==> config.mk <==
export PLATFORM = sky130hd
export DESIGN_NAME = traffic_controller
export DESIGN_NICKNAME = d
export VERILOG_FILES = /design/src/rtl/traffic_controller_pkg.sv /design/src/rtl/traffic_controller_lane.sv /design/src/rtl/traffic_controller.sv
export SDC_FILE = /design/constraint.sdc
export NUM_CORES = 1
export LEC_CHECK = 0
export ABC_AREA = 1
export CAP_MARGIN = 20
export CORE_AREA = 2 2 146 148
export DETAILED_ROUTE_END_ITERATION = 10
export DIE_AREA = 0 0 148 150
export PLACE_DENSITY_LB_ADDON = 0.2
export SLEW_MARGIN = 20
export SYNTH_ARGS = -nofsm -noshare
export SYNTH_HDL_FRONTEND = slang
export SYNTH_HIERARCHICAL = 1
export SYNTH_SLANG_ARGS = --single-unit
export TNS_END_PERCENT = 10
==> constraint.sdc <==
create_clock -name clk -period 5.25 [get_ports clk]
set_clock_uncertainty 0.2 [all_clocks]
set_input_delay 0.7875 -clock clk [delete_from_list [all_inputs] [get_ports clk]]
set_output_delay 0.7875 -clock clk [all_outputs]
set_load 0.02 [all_outputs]
==> src/rtl/traffic_controller_pkg.sv <==
// Shared game constants for the traffic lanes: grid size, lane rows, base periods and directions.
// Everything lane-specific is computed from a lane index so sub-modules stay generic.
package traffic_controller_pkg;

   localparam int GRID_COLS     = 20;
   localparam int GRID_ROWS     = 15;
   localparam int NUM_LANES     = 6;
   localparam int CARS_PER_LANE = 4;
   localparam logic [2:0] MAX_LEVEL = 3'd7;

   typedef enum logic {DIR_RIGHT, DIR_LEFT} dir_e;

   // Lane 0 sits three rows above the bottom edge; lanes climb two rows at a time.
   function automatic logic [3:0] lane_row(input int lane, input int rows);
      return 4'(rows - 3 - 2 * lane);
   endfunction

   function automatic logic [3:0] base_period(input int lane);
      case (lane)
         0:       return 4'd8;
         1:       return 4'd6;
         2:       return 4'd7;
         3:       return 4'd5;
         4:       return 4'd9;
         default: return 4'd4;
      endcase
   endfunction

   function automatic dir_e lane_dir(input int lane);
      return ((lane % 2) == 0) ? DIR_RIGHT : DIR_LEFT;
   endfunction

   // Higher levels shorten every lane's period, never below one tick.
   function automatic logic [3:0] lane_period(input int lane, input logic [2:0] lvl);
      int p;
      p = int'(base_period(lane)) - int'(lvl);
      if (p < 1) p = 1;
      return 4'(p);
   endfunction

   function automatic logic [4:0] start_x(input int lane, input int k, input int cols);
      return 5'((5 * k + 2 * lane) % cols);
   endfunction

endpackage

==> src/rtl/traffic_controller_lane.sv <==
// One lane of four cars: a tick-driven step counter and the wrapping x positions it advances.
module lane_mover
   import traffic_controller_pkg::*;
#(
   parameter int LANE = 0,
   parameter int COLS = GRID_COLS
) (
   input  logic        clk,
   input  logic        reset,
   input  logic        tick,
   input  logic        clear,
   input  logic [3:0]  period,
   output logic [19:0] x_pos
);

   localparam logic [4:0] X_MAX = 5'(COLS - 1);
   localparam dir_e       DIR   = lane_dir(LANE);

   logic [3:0]      step_cnt;
   logic            step;
   logic            advance;
   logic [3:0][4:0] xs;
   logic [3:0][4:0] xs_next;

   assign step    = tick && (step_cnt == period - 4'd1);
   assign advance = step && !clear;
   assign x_pos   = xs;

   // A level change restarts the lane's period from scratch, winning over any tick.
   always_ff @(posedge clk or posedge reset) begin
      if (reset)
         step_cnt <= '0;
      else if (clear)
         step_cnt <= '0;
      else if (tick)
         step_cnt <= step ? 4'd0 : step_cnt + 4'd1;
   end

   always_comb begin
      xs_next = xs;
      for (int k = 0; k < CARS_PER_LANE; k++) begin
         if (DIR == DIR_RIGHT)
            xs_next[k] = (xs[k] == X_MAX) ? 5'd0 : xs[k] + 5'd1;
         else
            xs_next[k] = (xs[k] == 5'd0) ? X_MAX : xs[k] - 5'd1;
      end
   end

   always_ff @(posedge clk or posedge reset) begin
      if (reset) begin
         for (int k = 0; k < CARS_PER_LANE; k++)
            xs[k] <= start_x(LANE, k, COLS);
      end else if (advance) begin
         xs <= xs_next;
      end
   end

endmodule

==> src/rtl/traffic_controller.sv <==
// Traffic for the frog game: tick prescaler, difficulty level tracking and six lane movers.
module traffic_controller #(
   parameter int TICK_DIV  = 1000000,
   parameter int GRID_COLS = 20,
   parameter int GRID_ROWS = 15
) (
   input  logic         clk,
   input  logic         reset,
   input  logic         freeze,
   input  logic         frog_at_top,
   output logic [119:0] car_x,
   output logic [95:0]  car_y,
   output logic [2:0]   level,
   output logic         level_up
);

   import traffic_controller_pkg::*;

   localparam int TW = (TICK_DIV > 1) ? $clog2(TICK_DIV) : 1;
   localparam logic [TW-1:0] TICK_LAST = TW'(TICK_DIV - 1);

   logic [TW-1:0] tick_cnt;
   logic          tick;
   logic          frog_q;
   logic          bump;

   assign tick = !freeze && (tick_cnt == TICK_LAST);
   assign bump = frog_at_top && !frog_q && (level != MAX_LEVEL);

   // Freeze stalls the prescaler, but a frog arrival still raises the level.
   always_ff @(posedge clk or posedge reset) begin
      if (reset) begin
         tick_cnt <= '0;
         frog_q   <= 1'b0;
         level    <= '0;
         level_up <= 1'b0;
      end else begin
         frog_q   <= frog_at_top;
         level_up <= bump;
         if (bump)
            level <= level + 3'd1;
         if (!freeze)
            tick_cnt <= (tick_cnt == TICK_LAST) ? '0 : tick_cnt + TW'(1);
      end
   end

   for (genvar L = 0; L < NUM_LANES; L++) begin : g_lane
      lane_mover #(
         .LANE (L),
         .COLS (GRID_COLS)
      ) u_lane (
         .clk    (clk),
         .reset  (reset),
         .tick   (tick),
         .clear  (bump),
         .period (lane_period(L, level)),
         .x_pos  (car_x[20*L +: 20])
      );
      assign car_y[16*L +: 16] = {CARS_PER_LANE{lane_row(L, GRID_ROWS)}};
   end

endmodule

# Yosys cells after proc, flatten, opt, wreduce, memory -nomap -nowiden
# Index checks and enable logic that the tools add are counted.
# totals
reg_bits,169
input_bits,4
output_inout_bits,220
elab_cells,184
# classes
n_addsub,44
magnitude_cmp,6
eq_ne,20
n_mux,49
reduce_logical,31
# ops
operator,n
$mux 5,24
$mux 4,24
$add 5x1->5 const B,12
$eq 5x5->1 const B,12
$logic_not 5->1,12
$sub 5x1->5 const B,12
$add 4x1->4 const B,6
$eq 4x4->1,6
$sub 4x1->4 const B,6
$add 20x1->20 const B,1
$eq 20x20->1 const B,1
$mux 20,1
$lt 4x2->1 const B,4
$sub 3x3->4 const A,4
$logic_and 1x1->1,15
$lt 5x2->1 const B,2
$sub 4x3->5 const A,2
$add 3x1->3 const B,1
$logic_not 1->1,3
$ne 3x3->1 const B,1
$reduce_bool 2->1,1

# Longest topological paths before layout
# Gate-level depths: netlist of the first run.
# logic_depth
ltp_word,9
ltp_mapped,19
ltp_nobuf,18

# Hierarchy
# Netlist of the first run, hierarchy kept.
# by_module_without_submodules
mod,instances,cells_each,area_per_inst_um2,seq_area_each_um2
traffic_controller,1,300,2337.2,625.6
lane_mover (g_lane[0].u_lane),1,216,1616.6,610.6
lane_mover (g_lane[5].u_lane),1,222,1582.8,610.6
lane_mover (g_lane[3].u_lane),1,222,1581.5,609.3
lane_mover (g_lane[1].u_lane),1,221,1574.0,610.6
lane_mover (g_lane[2].u_lane),1,217,1569.0,611.8
lane_mover (g_lane[4].u_lane),1,217,1567.8,610.6

# Least setup slack after synthesis of the first run
# No wires, ideal clock.
# synth_path
path_kind,register to register
startpoint,register level[1]
endpoint,"register g_lane[1].u_lane.xs, in the netlist g_lane[1].u_lane/x_pos[18]"
setup_ns,0.119
arrival_time_ns,2.743
t_required_ns,4.931
slack_ns,2.188
stages_incl_launch_ff,18
path_buffers,1
period_less_slack_ns,3.062
cell_sequence,dfrtp_1 > ha_1 > ha_1 > nand2_1 > nor2_1 > ha_1 > or2_2 > inv_1 > ha_1 > nand2_1 > nand2_1 > nor2_1 > nand2_1 > nor2_2 > nand3_2 > buf_6 > nand2_1 > nand2_1
# synth_via
elab_chain_len,7
elab_cells_between_ends,10
classes_between,add/sub: 2; order compare: 1; eq/ne: 2; mux: 1; reduce/logical: 4
# synth_lines
element,line,rtl
from (decl),traffic_controller.sv:13,"output logic [2:0] level,"
from (signal assigned),traffic_controller.sv:41,level <= level + 3'd1;
$sub 3x3->4,traffic_controller_pkg.sv:36,p = int'(base_period(lane)) - int'(lvl);
$lt 4x2->1,traffic_controller_pkg.sv:37,if (p < 1) p = 1;
$mux 4,traffic_controller_pkg.sv:37,
$sub 4x1->4,traffic_controller_lane.sv:25,assign step = tick && (step_cnt == period - 4'd1);
$eq 4x4->1,traffic_controller_lane.sv:25,
$logic_and 1x1->1,traffic_controller_lane.sv:25,
$logic_and 1x1->1 (*),traffic_controller_lane.sv:26,assign advance = step && !clear;
"to (signal, indexed assignment)",traffic_controller_lane.sv:52,"xs[k] <= start_x(LANE, k, COLS);"
to (signal assigned),traffic_controller_lane.sv:54,xs <= xs_next;
to (decl),traffic_controller_lane.sv:22,logic [3:0][4:0] xs;
# Mark *: on every way between the ends. The rest lies on a longest branch, timed or not.
# A chain may end at the register's enable or synchronous reset.

# Worst setup path after layout of the first run
# layout_path
startpoint,register level[0]
endpoint,"register g_lane[5].u_lane.xs, in the netlist g_lane[5].u_lane/x_pos[19]"
# layout_via
elab_chain_len,7
elab_cells_between_ends,10
classes_between,add/sub: 2; order compare: 1; eq/ne: 2; mux: 1; reduce/logical: 4
# layout_lines
element,line
$sub 3x3->4,traffic_controller_pkg.sv:36
$lt 4x2->1,traffic_controller_pkg.sv:37
$mux 4,traffic_controller_pkg.sv:37
$sub 4x1->4,traffic_controller_lane.sv:25
$eq 4x4->1,traffic_controller_lane.sv:25
$logic_and 1x1->1,traffic_controller_lane.sv:25
$logic_and 1x1->1 (*),traffic_controller_lane.sv:26
"to (signal, indexed assignment)",traffic_controller_lane.sv:52
to (signal assigned),traffic_controller_lane.sv:54
to (decl),traffic_controller_lane.sv:22
# Marked as above.

==> flow_metrics.tcl, run 1 <==
set metrics [dict create \
    cellLeakagePower_nw 6.869 \
    setup_violations 0 \
    min_path_cells 2 \
    drive_above_1_share_pct 7.733 \
    path_clk_slew_ns 0.07 \
    placed_cell_area_sq_um 12730 \
    route.detailed.drc 0 \
    synth_compound_area_share_pct 1.354 \
    worstSetupStartpointType "register" \
    place.port_buffers 127 \
    synth-xor-area-share_pct 4.813 \
    dieArea_sq_um 22200 \
    cts_buffers 17 \
    cts_tree "done" \
    ys_warn_count 6 \
    grt_pass1_vias 9057 \
    crit_path_max_fanout 22 \
    place_hpwl_um 16520 \
    start_util_pct 57.17 \
    cts_setup_buffers 0 \
    path_cells "inv_1 -> ha_1 -> xor2_1 -> inv_1 -> nand2_1 -> nor2_1 -> ha_1 -> nor2_1 -> inv_1 -> ha_1 -> nand2_1 -> inv_1 -> nor2_1 -> nand2_1 -> nor2_4 -> nand3_2 -> nand2_1 -> nand2_1" \
    antenna_found_initial 0 \
    rows 53 \
    core_area_sq_um 20690 \
    synthSimpleGateAreaFrac_pct 37.01 \
    crit_path_start "level[0]" \
    fin_crit_ns 3.924 \
    post_drt_via_cell_ratio 5.102 \
    grt_usage_pct 21.84 \
    die_y_um 150 \
    avgSynthCellArea_sq_um 7.324 \
    power.internal_mw 2.609 \
    vias 10180 \
    root_buffer "clkbuf_16" \
    fin_tns_setup_ns 0 \
    clk_path_buf_depth 2 \
    hold_path_class "reg -> reg" \
    grt_pass1_wl_um 41020 \
    rsz0062_at_grt "no" \
    postRouteWirelength_um 24330 \
    overflow 0 \
    drt_iter0_drc 708 \
    power.density_nw_per_um2 330.9 \
    synthMuxAreaShare_pct 0 \
    clock.fmax_mhz 254.9 \
    reg2reg_depth 18 \
    synth.distinct_cells 32 \
    worstSetupPathType "reg -> reg" \
    final_cell_area_sq_um 13320 \
    cp_data_arrival_time_ns 4.04 \
    synthCells 1615 \
    slowest_delay_ns 0.54 \
    status "finished clean" \
    finalMaxSlewViolations 0 \
    cts_sinks 169 \
    antenna_left 0 \
    io_pins 224 \
    cp.required_ns 5.36 \
    worstSetupEndpointType "register" \
    cts.repair.resized 0 \
    r2r_start "level[0]" \
    synth_seq_cells 169 \
    area_delta_synth_final_pct 12.58 \
    clock_power_share_pct 28.0 \
    power_frac_comb_pct 35.4 \
    clkLatencyLatePin_ns 0.43 \
    grt_max_degree 26 \
    drt-wirelength-per-cell_um 12.20 \
    n_fill_cell 1810 \
    hold_viol 0 \
    synthTopCellsByArea "dfrtp_1 26%, nand2_1 16%, dfstp_2 11%, nand4_1 7.4%, buf_4 6.9%" \
    cp-endpoint "g_lane[5].u_lane/x_pos[19]" \
    post-route-period-util_pct 74.74 \
    yosysTopAreaCell "dfrtp_1" \
    most-common-layout-cells "515 x nand2_1, 181 x inv_1, 140 x nand4_1" \
    h-tree-depth 4 \
    timing.slew.headroom_pct 38.39 \
    die_x_um 148 \
    r2r_end "g_lane[5].u_lane/x_pos[19]" \
    seq_area_frac_synth_pct 36.26 \
    swShare_pct 40.79 \
    dr.pass1.iters 5 \
    cp_common_cell "nand2_1" \
    diodes 0 \
    drv_cap 0 \
    slowest_stage "dfrtp_1" \
    irDropWorstVdd_mv 0.3484 \
    synth_fa_ha_area_share_pct 5.395 \
    nets 1762 \
    switchingPower_mw 1.797 \
    gp_congestion 0.8157 \
    yosys.area.top_type_share_pct 25.60 \
    final_common_cell "nand2_1" \
    tightest_slew_ns 0.9232 \
    postCtsHoldBufs 0 \
    ff2ff_setup_slack_ns 1.33 \
    syn_area_sq_um 11830 \
    power.sequential.fraction_pct 36.6 \
    synth_top_family_by_area "simple AND/OR/NAND/NOR gates" \
]
## Yosys cell counts (all sizes together)
library cell  count
clkbuf           14
nand3b           25
nor2            142
o21ai             5
conb              2
nor3b             1
o31ai             1
o211ai            1
inv             184
xor2             38
ha               51
dfrtp           121
nor3             15
a31oi             1
dfstp            48
nand4           140
a31o              1
xnor2            27
a21oi            21
nand3            91
buf             139
and3              2
nand2           542
or2               3
## state kept, by name, summed over array words and instances, names as in the netlist
signal                  count
level                       3
tick_cnt                   20
g_lane.u_lane/step_cnt     24
frog_q                      1
g_lane.u_lane/x_pos       120
level_up                    1
## power groups by stage
stage                     Sequential, mW  Combinational [mW]  Clock (mW)
after floorplan                     1.60                1.37           0
after detailed placement            1.63                1.55           0
after global placement              1.63                1.50           0
after CTS                           1.61                1.56        1.26
final                               1.61                1.56        1.23
after global routing                1.64                1.79        1.32
## cells by family after synthesis
| family | after synthesis |
|---|---|
| AOI/OAI and AO/OA | 30 |
| and+or+nand+nor | 961 |
| DFF | 169 |
| other | 2 |
| buffers and inverters | 337 |
| adders and majority gates | 51 |
| xor gates and xnor gates | 65 |
## area by class of cell
| class | instances | area [sq um] | area share [%] |
|---|---|---|---|
| Clock buffer | 22 | 454.2 | 3.411 |
| Clock inverter | 10 | 117.6 | 0.8832 |
| Inverter | 184 | 690.7 | 5.187 |
| Multi-Input combinational cell | 1205 | 6120 | 45.96 |
| Sequential cell | 169 | 4289 | 32.21 |
| Tap cell | 275 | 344.1 | 2.584 |
| Timing Repair Buffer | 130 | 1301 | 9.772 |
## routing by layer
layer / global-route usage, % / share of wire (%)
met3: 3.689 / 5.2
met5: 0 / 0
met4: 6.095 / 1.1
met2: 37.27 / 48
met1: 28.82 / 45
## how the worst min path moves through the flow
stage                                             to                        from
after global routing      g_lane[3].u_lane/x_pos[15]  g_lane[3].u_lane/x_pos[15]
after detailed placement   g_lane[1].u_lane/x_pos[6]   g_lane[1].u_lane/x_pos[6]
after floorplan                         tick_cnt[11]                tick_cnt[11]
after CTS                  g_lane[1].u_lane/x_pos[6]   g_lane[1].u_lane/x_pos[6]
final                      g_lane[1].u_lane/x_pos[6]   g_lane[1].u_lane/x_pos[6]
after global placement     g_lane[1].u_lane/x_pos[6]   g_lane[1].u_lane/x_pos[6]
## per-stage QoR
step           cells  setup WS, ns  hold WS [ns]  utilization (%)  total power [mW]
6_report        1995         1.326        0.2781            64.36             4.407
2_1_floorplan   1711         2.188        0.2868                -             2.973
4_1_cts         1994         1.313        0.2809            64.29             4.435
3_5_place_dp    1962        0.9042        0.2704            61.53             3.181
3_3_place_gp    1962         1.041        0.2677            61.53             3.123
5_1_grt         1995        0.8978        0.2993            64.36             4.745
## worst max-delay path: cells and delay by family (launching register included)
kind	cells	cell delay [ns]
xor gates and xnor gates	1	0.14
and+or+nand+nor	10	1.67
buffers and inverters	4	0.50
adders and majority gates	3	0.78
DFF	1	0.54
No activity file was read; power rests on OpenSTA's default activity.
==> run 2: changes to the inputs <==
Settings changed: CORE_AREA 2 2 146 148 to 2 2 160 162, DIE_AREA 0 0 148 150 to 0 0 162 164.
Clock period 5.25 ns to 3.2 ns, I/O delays scaled along.
==> run 2 against run 1 <==
Compared with the run above:
- non-clock buffer count increased by 40
- maximum frequency rose by 30%
- highest routed layer unchanged
- critical path depth is 2 higher
==> flow_metrics.tcl, run 2 (same netlist as run 1, synthesis figures left out) <==
set metrics [dict create \
    clock.fmax_mhz 330.2 \
    post_drt_via_cell_ratio 4.870 \
    crit_path_max_fanout 5 \
    irDropWorstVdd_mv 0.3957 \
    tightest_slew_ns 0.7224 \
    wl_met1_um 11970 \
    place.port_buffers 127 \
    post-route-period-util_pct 94.65 \
    wl_met2_um 12400 \
    path_clk_slew_ns 0.07 \
    fin_tns_setup_ns 0 \
    worstSetupPathType "reg -> reg" \
    clk_path_buf_depth 2 \
    switchingPower_mw 3.106 \
    cp.required_ns 3.31 \
    postCtsHoldBufs 0 \
    die_y_um 164 \
    cts_buffers 17 \
    route.detailed.drc 0 \
    cp_common_cell "nand2_1" \
    total_power_mw 7.617 \
    cts_tree "done" \
    grt_pass1_wl_um 43440 \
    dpl_worst_slack_ns 0.06026 \
    most-common-layout-cells "515 x nand2_1, 177 x inv_1, 140 x nand4_1" \
    drive_above_1_share_pct 10.80 \
    timing.slew.headroom_pct 51.79 \
    dr.pass1.iters 5 \
    rsz0062_at_grt "yes" \
    cellLeakagePower_nw 7.117 \
    crit_cells 20 \
    fin_crit_ns 3.029 \
    power.density_nw_per_um2 547.6 \
    slowest_delay_ns 0.43 \
    status "finished clean" \
    routed.top_layer "met4" \
    swShare_pct 40.78 \
    power_frac_comb_pct 38.0 \
    setup_violations 0 \
    final_common_cell "nand2_1" \
    post-place-cells 2050 \
    die_x_um 162 \
    power.internal_mw 4.511 \
    drt_iter0_drc 699 \
    wl_met3_um 1192 \
    clock_power_share_pct 27.4 \
    worstSetupStartpointType "register" \
    stdcell_count 2090 \
    drv_cap 0 \
    antenna_found_initial 0 \
    vias 10180 \
    reg2reg_depth 20 \
    worstSetupEndpointType "register" \
    slowest_stage "dfrtp_2" \
    dieArea_sq_um 26570 \
    holdWs_ns 0.2805 \
    largest_register_ffs 120 \
    min_path_cells 2 \
    fin_ws_ns 0.1712 \
    crit_buf_inv 6 \
    postRouteWirelength_um 25680 \
    area_delta_synth_final_pct 17.58 \
    place_hpwl_um 17010 \
    path_cells "buf_4 -> inv_4 -> ha_4 -> xor2_2 -> inv_2 -> nand2_1 -> nor2_1 -> ha_1 -> nor2_2 -> inv_1 -> ha_1 -> nand2_1 -> inv_1 -> nor2_1 -> nand2_1 -> nor2_4 -> nand3_4 -> clkbuf_16 -> nand2_1 -> nand2_1" \
    grt_max_degree 26 \
    placed_cell_area_sq_um 13060 \
    start_util_pct 47.66 \
    antenna_left 0 \
    root_buffer "clkbuf_16" \
    n_fill_cell 2350 \
    diodes 0 \
    gp_congestion 0.8023 \
    grt_pass1_vias 9396 \
    cts_sinks 169 \
    power.sequential.fraction_pct 34.6 \
    rows 58 \
    h-tree-depth 4 \
    core_area_sq_um 24820 \
    io_pins 224 \
    path_delay_family "simple AND/OR/NAND/NOR gates" \
    nets 1802 \
    cp_data_arrival_time_ns 3.14 \
    overflow 0 \
    grt_usage_pct 19.31 \
    finalMaxSlewViolations 0 \
    drt-wirelength-per-cell_um 12.29 \
    hold_viol 0 \
    hold_path_class "reg -> reg" \
    final_cell_area_sq_um 13910 \
    clkLatencyLatePin_ns 0.43 \
    finish.utilization_pct 56.04 \
]
run 2: cell count changes in the layout (fill, tap and decap cells not counted), sizes merged:
cell / change
clkinv: -1
buf: +36
inv: +2
clkbuf: +2
clkinvlp: +1
run 2: cell type report:
cell class,instances,area (sq um),share of cell area [%]
clock buffer,20,446.7,3.212
clock inverter,12,141.4,1.017
inverter,184,695.7,5.002
multi-input combinational,1205,6202,44.59
sequential,169,4293,30.87
tap,330,412.9,2.969
timing repair buffer,170,1717,12.34
run 2: path summary, 6_finish.rpt:
kind                                                 start                            to  slack, ns
worst min-delay path            g_lane[3].u_lane/x_pos[14]    g_lane[3].u_lane/x_pos[14]       0.28
worst max register to register                    level[1]    g_lane[5].u_lane/x_pos[10]       0.17
min in group asynchronous                            reset  g_lane[5].u_lane/step_cnt[0]       0.45
worst min register to register  g_lane[3].u_lane/x_pos[14]    g_lane[3].u_lane/x_pos[14]       0.28
max in group asynchronous                            reset     g_lane[1].u_lane/x_pos[6]       1.69
worst max-delay path                              level[1]    g_lane[5].u_lane/x_pos[10]       0.17
run 2: power by group through the flow:
| stage | Clock (mW) | Combinational (mW) | Sequential, mW |
|---|---|---|---|
| floorplan | 0 | 2.25 | 2.62 |
| global placement | 0 | 2.69 | 2.64 |
| detailed placement | 0 | 2.75 | 2.65 |
| CTS | 2.16 | 2.77 | 2.62 |
| global route | 2.24 | 3.30 | 2.68 |
| finish | 2.09 | 2.89 | 2.63 |
run 2: tightest hold or removal path, cell delays in order, from the launching register on:
cell,delay (ns)
dfstp_2,0.39
nand2_1,0.06
nand2_1,0.04
run 2: what timing repair did:
item                                    in CTS  in global routing
gates resized for setup                      0                 31
endpoints found under the setup margin       0                 72
buffers inserted                             0                  2
run 2: metal layers:
layer | vias up | global-route usage [%]
met5 | - | 0
met4 | 0 | 4.304
met3 | 5 | 3.636
met2 | 227 | 32.86
met1 | 4713 | 25.65
li1 | 5233 | -
